===== src/rtl/addsub_digit_sequencer.sv =====
// addsub_digit_sequencer
//
// Multi-cycle add/subtract sequencer wrapped around an external 3-bit adder
// that has no carry-in. Wide operands are accepted over a valid/ready
// handshake. They are fed to the adder one 3-bit digit per cycle, least
// significant digit first. The sequencer supplies the inter-digit carry and the
// subtract inversion itself. The registered result is returned over a second
// valid/ready handshake.
//
// Ports:
//   clk, rst          clock and synchronous active-high reset
//   in_valid/in_ready operand handshake; in_a, in_b (W bits), in_sub (1 = A-B)
//   add_a, add_b      3-bit digits driven to the adder (zero outside RUN)
//   add_y, add_co     adder sum and carry, combinational from add_a/add_b
//   out_valid/ready   result handshake; out_sum (W bits), out_carry, out_ovf
module addsub_digit_sequencer #(
  parameter int DIGITS = 4
) (
  input  logic                  clk,
  input  logic                  rst,
  input  logic                  in_valid,
  output logic                  in_ready,
  input  logic [3*DIGITS-1:0]   in_a,
  input  logic [3*DIGITS-1:0]   in_b,
  input  logic                  in_sub,
  output logic [2:0]            add_a,
  output logic [2:0]            add_b,
  input  logic [2:0]            add_y,
  input  logic                  add_co,
  output logic                  out_valid,
  input  logic                  out_ready,
  output logic [3*DIGITS-1:0]   out_sum,
  output logic                  out_carry,
  output logic                  out_ovf
);

  localparam int DIGIT_W = 3;
  localparam int W       = DIGIT_W * DIGITS;
  localparam int KW      = (DIGITS > 1) ? $clog2(DIGITS) : 1;
  localparam logic [KW-1:0] K_LAST = KW'(DIGITS - 1);

  typedef enum logic [1:0] {
    IDLE = 2'd0,
    RUN  = 2'd1,
    DONE = 2'd2
  } state_t;

  // Adds the running carry onto the adder's digit sum. add_co and the
  // "Y==7 with carry" case never occur together, so OR-ing them is exact.
  function automatic logic [3:0] digit_combine(input logic [2:0] y,
                                               input logic       co,
                                               input logic       c);
    logic [2:0] d;
    logic       cn;
    d  = y + {2'b00, c};
    cn = co | ((y == 3'b111) & c);
    return {cn, d};
  endfunction

  state_t        state_r;
  state_t        next_state_s;
  logic [KW-1:0] k_r;
  logic          c_r;
  // Operands are shifted right one digit per RUN cycle, so digit 0 is always
  // at the bottom. b_r holds the already-inverted effective operand.
  logic [W-1:0]  a_r;
  logic [W-1:0]  b_r;
  logic          a_msb_r;
  logic          beff_msb_r;
  logic [W-1:0]  sum_r;
  logic          carry_r;
  logic          ovf_r;

  logic [3:0]    combine_s;
  logic [2:0]    d_s;
  logic          cn_s;
  logic [W-1:0]  sum_next_s;

  // Per-digit carry combine and result shift-in (new digit enters at the top).
  always_comb begin
    combine_s  = digit_combine(add_y, add_co, c_r);
    d_s        = combine_s[2:0];
    cn_s       = combine_s[3];
    sum_next_s = (sum_r >> DIGIT_W) | (W'(d_s) << (W - DIGIT_W));
  end

  // State register.
  always_ff @(posedge clk) begin
    if (rst) begin
      state_r <= IDLE;
    end else begin
      state_r <= next_state_s;
    end
  end

  // Next-state logic.
  always_comb begin
    next_state_s = state_r;
    case (state_r)
      IDLE: begin
        if (in_valid) begin
          next_state_s = RUN;
        end else begin
          next_state_s = IDLE;
        end
      end
      RUN: begin
        if (k_r == K_LAST) begin
          next_state_s = DONE;
        end else begin
          next_state_s = RUN;
        end
      end
      DONE: begin
        if (out_ready) begin
          next_state_s = IDLE;
        end else begin
          next_state_s = DONE;
        end
      end
      default: begin
        next_state_s = IDLE;
      end
    endcase
  end

  // FSM-decoded outputs: handshake flags and adder digit drive.
  always_comb begin
    in_ready  = 1'b0;
    out_valid = 1'b0;
    add_a     = 3'b000;
    add_b     = 3'b000;
    case (state_r)
      IDLE: begin
        in_ready = ~rst;
      end
      RUN: begin
        add_a = a_r[2:0];
        add_b = b_r[2:0];
      end
      DONE: begin
        out_valid = 1'b1;
      end
      default: begin
        in_ready = 1'b0;
      end
    endcase
  end

  // Operand latch, digit stepping and result/flag registers.
  always_ff @(posedge clk) begin
    if (rst) begin
      k_r        <= '0;
      c_r        <= 1'b0;
      a_r        <= '0;
      b_r        <= '0;
      a_msb_r    <= 1'b0;
      beff_msb_r <= 1'b0;
      sum_r      <= '0;
      carry_r    <= 1'b0;
      ovf_r      <= 1'b0;
    end else begin
      case (state_r)
        IDLE: begin
          if (in_valid) begin
            a_r        <= in_a;
            b_r        <= in_b ^ {W{in_sub}};
            a_msb_r    <= in_a[W-1];
            beff_msb_r <= in_b[W-1] ^ in_sub;
            k_r        <= '0;
            // Subtract is A + ~B + 1: the +1 enters as the initial carry.
            c_r        <= in_sub;
          end
        end
        RUN: begin
          a_r   <= a_r >> DIGIT_W;
          b_r   <= b_r >> DIGIT_W;
          sum_r <= sum_next_s;
          c_r   <= cn_s;
          k_r   <= k_r + KW'(1);
          if (k_r == K_LAST) begin
            carry_r <= cn_s;
            // d_s[2] is the result MSB, since the last digit is being written.
            ovf_r   <= (a_msb_r == beff_msb_r) & (d_s[2] != a_msb_r);
          end
        end
        default: begin
          k_r <= k_r;
        end
      endcase
    end
  end

  assign out_sum   = sum_r;
  assign out_carry = carry_r;
  assign out_ovf   = ovf_r;

endmodule


===== config.mk =====
export PLATFORM = sky130hd
export DESIGN_NAME = addsub_digit_sequencer
export DESIGN_NICKNAME = d
export VERILOG_FILES = /design/src/rtl/addsub_digit_sequencer.sv
export SDC_FILE = /design/constraint.sdc
export NUM_CORES = 1
export LEC_CHECK = 0
export ABC_AREA = 1
export ABC_CLOCK_PERIOD_IN_PS = 1900
export CORE_UTILIZATION = 52
export CTS_BUF_LIST = sky130_fd_sc_hd__clkbuf_16
export DETAILED_ROUTE_END_ITERATION = 7
export PLACE_DENSITY_LB_ADDON = 0.3
export REMOVE_ABC_BUFFERS = 1
export SYNTH_ARGS = -nofsm -noshare
export SYNTH_HDL_FRONTEND = slang
export SYNTH_SLANG_ARGS = --single-unit

===== constraint.sdc =====
create_clock -name clk -period 1.9 [get_ports clk]
set_input_delay 0.285 -clock clk [delete_from_list [all_inputs] [get_ports clk]]
set_output_delay 0.285 -clock clk [all_outputs]
set_load 0.05 [all_outputs]

Word-level counts from Yosys, hierarchy flattened
Cells that the tools add are included.
{"block": "word_totals", "ff_bits": 45, "input_bits": 33, "out_inout_bits": 22, "word_cells": 47}
{"block": "op_classes", "n_addsub": 2, "eq_ne": 7, "n_mux": 16, "bitwise_logic": 7, "n_reduce_logical": 5}
{"cell": "$pmux 12 s2", "n": 2}
{"cell": "$mux 12", "n": 2}
{"cell": "$or 9x12->12", "n": 1}
{"cell": "$xor 12x12->12", "n": 1}
{"cell": "$mux 2", "n": 3}
{"cell": "$mux 3", "n": 2}
{"cell": "$pmux 2 s3", "n": 1}
{"cell": "$reduce_and 2->1", "n": 3}
{"cell": "$eq 2x2->1 const B", "n": 2}
{"cell": "$mux 1", "n": 4}
{"cell": "$pmux 2 s2", "n": 1}
{"cell": "$add 3x1->3", "n": 1}
{"cell": "$eq 3x3->1 const B", "n": 1}
{"cell": "$add 2x1->2 const B", "n": 1}
{"cell": "$and 1x1->1", "n": 2}
{"cell": "$eq 2x1->1 const B", "n": 1}
{"cell": "$logic_not 2->1", "n": 1}
{"cell": "$ne 2x2->1 const B", "n": 1}
{"cell": "$pmux 1 s2", "n": 1}
{"cell": "$reduce_bool 2->1", "n": 1}
{"cell": "$eq 1x1->1", "n": 1}
{"cell": "$ne 1x1->1", "n": 1}
{"cell": "$not 1->1", "n": 1}
{"cell": "$or 1x1->1", "n": 1}
{"cell": "$xor 1x1->1", "n": 1}

Depth between registers and ports, before layout
{"block": "logic_depth", "word_depth": 4, "depth_mapped": 8, "ltp_nobuf": 8}

Worst setup path after synthesis
No wires, ideal clock.
{"block": "synth_path", "path_kind": "flip-flop to output port", "startpoint": "reg state_r[0]", "endpoint": "out in_ready", "arrival_ns": 1.467, "required_time_ns": 1.615, "path_slack_ns": 0.148, "stages_incl_launch_ff": 2, "n_path_buf": 0, "path_cell_list": "dfxtp_1 nor3_1"}
{"block": "synth_via", "elab_chain_cells": 2}
{"element": "start, declared", "line": "60", "text": "state_t state_r;"}
{"element": "start signal, assigned", "line": "92", "text": "state_r <= next_state_s;"}
{"element": "$logic_not 2->1", "line": "133", "text": "case (state_r)"}
{"element": "$mux 1", "line": "133"}
{"element": "end, declared", "line": "22", "text": "output logic in_ready,"}
Every way passes these cells.

Worst setup path in the final report
{"block": "layout_path", "startpoint": "reg sum_r[4] (netlist: out_sum[4])", "endpoint": "out out_sum[4]"}
{"element": "start, declared", "line": "70", "text": "logic [W-1:0] sum_r;"}
{"element": "start signal, assigned", "line": "178", "text": "sum_r <= sum_next_s;"}
{"element": "end, declared", "line": "32", "text": "output logic [3*DIGITS-1:0] out_sum,"}
No word-level cell between the ends.

==> results.md <==
* Slew margin rel. at 66.0%
* DR WL/cell at approximately 11 um
* Crit-path cells: clkdlybuf4s50_1
* Logic pwr share at between 20 and 25%
* Fin area at roughly 0.0029 mm^2
* Status: finished, final reports clean
* Max incr delay on CP at between 800 and 900 ps
* Filler cells at between 300 and 400
* Commonest non-fill, non-tap cell in the layout: nand2_1
* RSZ-0062 raised after global routing: no
* Critical path launch point type: flop
* Tcrit/Tclk final at between 90% and 100%
* Distinct cells, synth at 25
* Setup TNS at 0 ps
* Routed Antenna Nets at 0
* Total internal power at roughly 0.0017 W
* CP delay by family, top: buffers and inverters
* Max-cap viol count at 0
* Grt total ovfl at 0
* Ant. Diodes at 0
* Reg area at about 900 um^2
* Max-slew violations at 0
* GRT Util Overall at 22.3%
* # IOs at 55
* P_leak at between 1 and 1.5 nW
* Clk pin slew, worst setup/hold paths at approximately 60 ps
* Reg2reg setup slack at 490 ps
* WHS at about 460 ps
* Worst-Margin Slew at between 500 and 600 ps
* Critical path's slowest cell: clkdlybuf4s50_1
* DP HPWL at about 3.3 mm
* Syn. warnings at 0
* Cell Area, Placed at 0.00279 mm^2
* Worst Path Class, Setup: flop to output pin
* Routability Congestion at about 0.79
* Commonest cells after routing, fill and taps aside: 116 x nand2_1, 52 x nor2_1, 46 x clkdlybuf4s50_1
* Vias at around 2,100
* Clock tree from TritonCTS: done
* Footprint of the multi-input gates at about 0.001 mm^2
* Width of the die at roughly 66 um
* Residual DRC at 0
* Vias in the first global route at around 1,800
* Port buffer count at 54
* Fmax at 576 MHz
* # setup viols final at 0
* Arrival @ worst endpoint at between 1000 and 1500 ps
* Starting Density at between 50% and 60%
* Worst Path Buf+Inv at 1
* FP Rows at 23
* Area growth syn-to-layout at 36.1%
* Iter 0 DRT Violations at 97
* Core ar. at 0.00400 mm^2
* Synthesis-stage register bit count at 45
* CTS sink cnt at 45
* Pre-Repair DR Iteration Count at 5
* Post-synthesis sequential area ratio at between 40% and 50%
* Post-CTS Setup Inserts at 0
* CTS resizes at 0
* Sw Ratio at ~28%
* CP Capture Type: output pin
* Final-stage net count at ~420
* Psw at about 0.00068 W
* Worst Skew at between 2 and 3 ps
* Inserted Clock Buffers at 5
* DR vias/cell at about 4.8
* CTS max path bufs at 2
* Routed WL at around 4.6 mm
* Die Y-Extent at roughly 66 um
* Largest net degree at the start of global routing at 22
* Max VDD drop at approximately 0.00058 V
* Clock network power share at 33.5%
* CP Data Required Time at approximately 1600 ps
* Pwr dens at between 800 and 900 mW/mm^2
* Initial antenna violation count at 0
* Die ar. at ~0.0044 mm^2
* Final Hold Fails at 0
* Worst Hold Class: flop to flop
* Period minus WS final at approximately 1700 ps
* Cells after Synth at about 330
* Global-route wire length before repair at between 7 and 8 mm
* CP max FO at 3
* # hold bufs at CTS at 0
* Syn avg cell area at roughly 6.6 um^2
* Clk Tree Root Cell: clkbuf_16
* Mapped Area at ~0.0022 mm^2
* H-tree depth at 2
* Layout cell share with drive strength beyond 1 at 8.36%
* Clk Latency, worst-skew pair at about 280 ps
* Seq pwr share at between 40 and 50%
## cell families after synthesis
logic type	after synthesis	share of synthesized area (%)
xor gates and xnor gates	3	1.22
AOI/OAI and AO/OA	39	9.81
and+or+nand+nor	187	34.4
buffers and inverters	48	11.0
DFF	45	41.8
adders and majority gates	3	1.74
## routing by layer
metal  track usage, %  share of wire (%)  wire length, um
met5                0                  0                0
met2             40.1                 49             2260
met1             26.0                 45             2070
met4             8.24                1.6               72
met3             4.14                3.8              175
## cell type report
| class | count | share of cell area, % |
|---|---|---|
| Clock inverter | 3 | 0.384 |
| Tap cell | 50 | 2.13 |
| Inverter | 34 | 4.35 |
| Multi-Input combinational cell | 232 | 34.9 |
| Timing Repair Buffer | 64 | 23.3 |
| Sequential cell | 45 | 30.7 |
| Clock buffer | 5 | 4.27 |
## Yosys cell counts
cell type,count,area share (%)
a21oi_1,13,3.0
buf_2,3,0.70
buf_4,2,0.70
buf_6,6,3.1
clkbuf_1,3,0.52
clkinv_1,1,0.17
dfxtp_1,45,42
ha_1,3,1.7
inv_1,30,5.2
inv_2,3,0.52
nand2_1,116,20
nand2_2,1,0.29
nand3_1,11,2.6
nand3_2,1,0.46
nand4_1,1,0.29
nor2_1,52,9.1
nor2_2,1,0.29
nor2_4,1,0.52
nor3_1,2,0.46
o21a_1,2,0.70
o21ai_0,21,4.9
o21ai_1,2,0.46
o21ai_4,1,0.76
or2_2,1,0.29
xor2_1,3,1.2
## power by group through the flow
stage | Combinational, W | Sequential, W | Clock, W
2_1_floorplan | 0.000227 | 0.00115 | 0
3_3_place_gp | 0.000513 | 0.00107 | 0
3_5_place_dp | 0.000523 | 0.00108 | 0
4_1_cts | 0.000528 | 0.00106 | 0.000807
5_1_grt | 0.000580 | 0.00107 | 0.000843
6_report | 0.000526 | 0.00106 | 0.000799
## stage by stage
step / total power, W / std cells / setup WS [ps] / util (%)
floorplan: 0.00137 / 311 / 148 / -
global placement: 0.00159 / 425 / 166 / 69.8
detailed placement: 0.00160 / 425 / 111 / 69.8
CTS: 0.00239 / 433 / 26.0 / 73.2
global route: 0.00249 / 433 / 119 / 73.3
finish: 0.00238 / 433 / 164 / 73.3
## worst paths after layout
kind,cells past startpoint,to,start
min,1,k_r[0]$_SDFFE_PP0P_,k_r[0]$_SDFFE_PP0P_
min reg2reg,1,k_r[0]$_SDFFE_PP0P_,k_r[0]$_SDFFE_PP0P_
max,1,out_sum[4],out_sum[4]$_SDFFE_PP0N_
max reg2reg,7,a_r[3]$_SDFFE_PP0P_,state_r[0]$_SDFF_PP0_
## flip-flops by register name, indices dropped and copies added (netlist names)
register / flops
a_msb_r: 1
b_r: 12
out_carry: 1
k_r: 2
beff_msb_r: 1
a_r: 12
out_ovf: 1
out_sum: 12
c_r: 1
state_r: 2
(Power assumes the default switching activity.)
